$ cat config.mk
export PLATFORM = sky130hd
export DESIGN_NAME = clk_div_multi
export DESIGN_NICKNAME = d
export VERILOG_FILES = /design/src/rtl/clk_div_pkg.sv /design/src/rtl/clk_div_chan.sv /design/src/rtl/clk_div_multi.sv
export SDC_FILE = /design/constraint.sdc
export NUM_CORES = 1
export LEC_CHECK = 0
export BUFFER_PORTS_ARGS = -buffer_cell sky130_fd_sc_hd__buf_2
export CAP_MARGIN = 20
export CORE_MARGIN = 8
export CORE_UTILIZATION = 55
export CTS_BUF_LIST = sky130_fd_sc_hd__clkbuf_8
export DETAILED_ROUTE_END_ITERATION = 8
export PLACE_DENSITY = 0.71
export SLEW_MARGIN = 15
export SYNTH_ARGS = -nofsm -noshare
export SYNTH_HDL_FRONTEND = slang
export SYNTH_HIERARCHICAL = 1
export SYNTH_SLANG_ARGS = --single-unit
$ cat constraint.sdc
create_clock -name clk -period 6.4 [get_ports clk]
set_input_delay 1.92 -clock clk [delete_from_list [all_inputs] [get_ports clk]]
set_output_delay 1.92 -clock clk [all_outputs]
set_load 0.01 [all_outputs]
$ cat src/rtl/clk_div_pkg.sv
// Shared constants and helpers for the multi-channel clock/tick divider.
package clk_div_pkg;

  localparam int CW_DEF      = 32;
  localparam int NCH_MAX     = 16;
  localparam int DEF_DIV_DEF = 50000000;

  // A zero half-period has no meaning; it is promoted to the fastest rate.
  function automatic logic [63:0] sat_div(input logic [63:0] v);
    return (v == 64'd0) ? 64'd1 : v;
  endfunction

endpackage

$ cat src/rtl/clk_div_chan.sv
// One divider channel: counter, active/shadow half-period, busy flag,
// registered 50%-duty level and one-cycle toggle strobe.
module clk_div_chan
  import clk_div_pkg::*;
#(
  parameter int          CW      = CW_DEF,
  parameter int unsigned DEF_DIV = DEF_DIV_DEF
) (
  input  logic          clk,
  input  logic          rst_n,
  input  logic          en,
  input  logic          wr,
  input  logic [CW-1:0] wr_val,
  input  logic          sync,
  output logic          clk_out,
  output logic          tick,
  output logic          busy
);

  logic [CW-1:0] r_cnt;
  logic [CW-1:0] r_act;
  logic [CW-1:0] r_shadow;
  logic          r_busy;
  logic          r_clk_out;
  logic          r_tick;
  logic          w_wrap;

  // r_act never reaches zero, and r_cnt < r_act always holds.
  assign w_wrap = (r_cnt == r_act - CW'(1));

  always_ff @(posedge clk or negedge rst_n) begin
    if (!rst_n) begin
      r_cnt     <= '0;
      r_act     <= CW'(DEF_DIV);
      r_shadow  <= CW'(DEF_DIV);
      r_busy    <= 1'b0;
      r_clk_out <= 1'b0;
      r_tick    <= 1'b0;
    end else if (!en) begin
      r_cnt     <= '0;
      r_clk_out <= 1'b0;
      r_tick    <= 1'b0;
      r_busy    <= 1'b0;
      if (wr) begin
        r_act    <= wr_val;
        r_shadow <= wr_val;
      end else if (r_busy) begin
        r_act <= r_shadow;
      end
    end else begin
      if (sync) begin
        r_cnt     <= '0;
        r_clk_out <= 1'b0;
        r_tick    <= 1'b0;
        if (r_busy) r_act <= r_shadow;
      end else if (w_wrap) begin
        r_cnt     <= '0;
        r_clk_out <= ~r_clk_out;
        r_tick    <= 1'b1;
        if (r_busy) r_act <= r_shadow;
      end else begin
        r_cnt  <= r_cnt + CW'(1);
        r_tick <= 1'b0;
      end
      // A write in the same cycle as a wrap/sync stays pending for the next one.
      if (wr) begin
        r_shadow <= wr_val;
        r_busy   <= 1'b1;
      end else if (sync || w_wrap) begin
        r_busy <= 1'b0;
      end
    end
  end

  assign clk_out = r_clk_out;
  assign tick    = r_tick;
  assign busy    = r_busy;

endmodule

$ cat src/rtl/clk_div_multi.sv
// Multi-channel clock/tick divider: decodes divisor writes and broadcasts
// sync to NCH independent clk_div_chan instances.
module clk_div_multi
  import clk_div_pkg::*;
#(
  parameter int          NCH     = 4,
  parameter int          CW      = CW_DEF,
  parameter int unsigned DEF_DIV = DEF_DIV_DEF,
  localparam int         CHW     = $clog2(NCH) | 1
) (
  input  logic           clk,
  input  logic           rst_n,
  input  logic [NCH-1:0] en,
  input  logic           div_wr,
  input  logic [CHW-1:0] div_ch,
  input  logic [CW-1:0]  div_val,
  input  logic           sync,
  output logic [NCH-1:0] clk_out,
  output logic [NCH-1:0] tick,
  output logic [NCH-1:0] busy
);

  logic [CW-1:0]  w_div_sat;
  logic [NCH-1:0] w_wr;

  assign w_div_sat = CW'(sat_div(64'(div_val)));

  // Out-of-range channel numbers match no instance and are dropped.
  genvar gi;
  generate
    for (gi = 0; gi < NCH; gi++) begin : g_chan
      assign w_wr[gi] = div_wr && (div_ch == CHW'(gi));

      clk_div_chan #(
        .CW      (CW),
        .DEF_DIV (DEF_DIV)
      ) u_chan (
        .clk     (clk),
        .rst_n   (rst_n),
        .en      (en[gi]),
        .wr      (w_wr[gi]),
        .wr_val  (w_div_sat),
        .sync    (sync),
        .clk_out (clk_out[gi]),
        .tick    (tick[gi]),
        .busy    (busy[gi])
      );
    end
  endgenerate

endmodule

==> metrics.yaml <==
power_mw: 7.77
cts.sinks: 396
synth_nets: 2445
r2r_start: "g_chan[2].u_chan/r_act[0]$_DFFE_PN0P_"
r2r_end: "g_chan[2].u_chan/r_cnt[8]$_DFF_PN0_"
cts_root_buf: "clkbuf_8"
clk_pin_slew_ns: 0.06
cp-start-kind: "register"
power.leakage_nw: 9.84
drive_gt1_share_pct: 21.5
yosys_warnings: 6
hold_viol_final: 0
ioPinCount: 55
tritoncts: "yes"
status: "finished clean"
drv_slew: 0
finalCriticalPeriod_ns: 4.82
cap_violations: 0
placed_cell_area_um2: 23900
max_freq_ghz: 0.207
fin_nets: 2387
synth_cell_type_count: 87
post_cts_resized: 0
grt.overflow.total: 0
grt_setup_unrepaired: "false"
holdPathStages: 1
viasPerCell: 6.55
drc_errors: 0
min_from: "g_chan[2].u_chan/r_shadow[6]$_DFFE_PN0P_"
routed_wl_um: 63300
drt-initial-drc-count: 2303
critPathMaxFanout: 33
synth.top_cells.by_area: "dfrtp_1, dfstp_2, mux2_2"
layout_common_cells: "nor2_1, dfrtp_1, xnor2_1"
cts-buffers-inserted: 69
post-route-period-util_pct: 75.3
htree_levels: 3
ant_nets: 0
slew_headroom_pct: 29.0
worst_slew_pin_slew_ns: 1.06
grt_usage_pct: 24.9
synth-seq-cells: 396
syn_inst: 2394
antenna_found_initial: 1
synth_edf_count: 0
r2r_cells: 11
mostFrequentLayoutCell: "nor2_1"
path_class: "reg2reg"
grt_pass1_vias: 19000
setup_tns_ns: 0
arrival_ns: 5.31
powerDensity_nw_per_um2: 307
holdCritPathClass: "reg2reg"
cp.required_ns: 6.89
fill_cells: 3539
setup_violations: 0
worst_setup_path_end_kind: "register"
clk_latency_ns: 0.63
grt_pass1_wl_um: 101000
start_util_pct: 55.3
core_um2: 42700
cp-startpoint: "g_chan[2].u_chan/r_act[0]$_DFFE_PN0P_"
routedWlPerCell_um: 21.5
firstDrtPassIters: 7
synth.avg_cell_area_um2: 9.86
synthFlopType: "dfrtp_1"
row_count: 76
synth_top_cell_area_share_pct: 31.8
rrSetupSlack_ns: 1.58
postCtsSetupRepairBufs: 0
fin_area_um2: 25300
holdPathEnd: "g_chan[2].u_chan/r_shadow[6]$_DFFE_PN0P_"
holdWs_ns: 0.508
dr_total_vias: 19200
ys_seq_area_share_pct: 42.5
fin_skew_ns: 0.0241
async_flop_share_pct: 100
dp_hpwl_um: 42000
cts_hold_buf: 0
area_growth_pct: 7.25
grt_max_degree: 133
gp_congestion: 0.936
netlist_area_um2: 23600
dieArea_um2: 49800
portBuffers: 54
vdd_drop_max_mv: 0.157
synth_top_area_cell: "dfrtp_1"
die_w_um: 223
die_h_um: 223
clockBufferDepth: 3
## synth_stat cells, drive strengths merged (20+ instances only)
master / instances
a222oi: 64
dfstp: 96
buf: 40
nand3: 80
and3: 31
nor2: 339
mux2: 130
o22ai: 128
xnor2: 154
xor2: 118
nand4: 40
inv: 26
a2bb2oi: 62
dfrtp: 300
or3: 34
o21ai: 34
nand2b: 20
nor3: 58
nor4: 70
or4: 32
clkbuf: 171
nand2: 87
a21oi: 40
## worst max path at each step
stage                                                   to  slack, ns
finish                 g_chan[2].u_chan/r_cnt[8]$_DFF_PN0_       1.58
global route          g_chan[2].u_chan/r_cnt[21]$_DFF_PN0_       1.38
floorplan           g_chan[2].u_chan/r_act[16]$_DFFE_PN0P_       2.83
CTS                   g_chan[2].u_chan/r_cnt[23]$_DFF_PN0_       1.68
detailed placement  g_chan[2].u_chan/r_act[27]$_DFFE_PN0P_       1.67
global placement    g_chan[2].u_chan/r_act[17]$_DFFE_PN1P_       1.54
## worst max-delay path: stages (launching register included)
cell and delay [ns]:
dfrtp_1 0.46, inv_1 0.09, ha_1 0.18, nor3b_2 0.57, a21oi_1 0.19, or3_1 0.40
or4_1 0.56, or4_1 0.45, or4_4 0.45, o21ai_4 0.73, buf_4 0.46, nor2_1 0.10
## metal layers
metal / track usage, % / vias to the layer above / wire (um)
met2: 39.1 / 758 / 29000
li1: - / 8697 / -
met3: 5.10 / 171 / 5180
met1: 33.2 / 9617 / 26700
met4: 11.0 / 0 / 2380
met5: 0 / - / 0
## area by class of cell
type,instances,area (um^2),area share [%]
Sequential cell,396,10000,39.6
Timing Repair Buffer,82,554,2.19
Tap cell,546,683,2.70
Clock inverter,40,219,0.865
Inverter,26,97.6,0.385
Multi-Input combinational cell,1761,12600,49.6
Antenna cell,2,5.00,0.0198
Clock buffer,86,1180,4.67
## state kept, by name, indices dropped and copies added (netlist names)
register / flops
g_chan.u_chan/busy: 4
g_chan.u_chan/tick: 4
g_chan.u_chan/r_shadow: 128
g_chan.u_chan/clk_out: 4
g_chan.u_chan/r_cnt: 128
g_chan.u_chan/r_act: 128
## where the power goes
part / switching [mW] / internal, mW
combinational: 0.925 / 0.919
clock: 1.08 / 1.26
sequential: 0.586 / 3.00
## cells by family (layout without fill, tap and decap cells)
family,after synthesis,count (layout),synth area share [%]
and+or+nand+nor,914,914,20.6
adders and majority gates,8,8,0.424
buffers and inverters,237,234,4.41
AOI/OAI and AO/OA,427,427,15.3
DFF,396,396,42.5
other,0,2,0
xor gates and xnor gates,274,274,10.3
muxes,138,138,6.54
## stage by stage
| stage | cells | util (%) | worst slack (ns) |
|---|---|---|---|
| finish | 2939 | 59.3 | 1.58 |
| global route | 2937 | 59.3 | 1.38 |
| CTS | 2934 | 59.2 | 1.68 |
| global placement | 2807 | 55.9 | 1.54 |
| floorplan | 2394 | - | 2.83 |
| detailed placement | 2808 | 55.9 | 1.67 |
No activity file was read; power rests on OpenSTA's default activity.
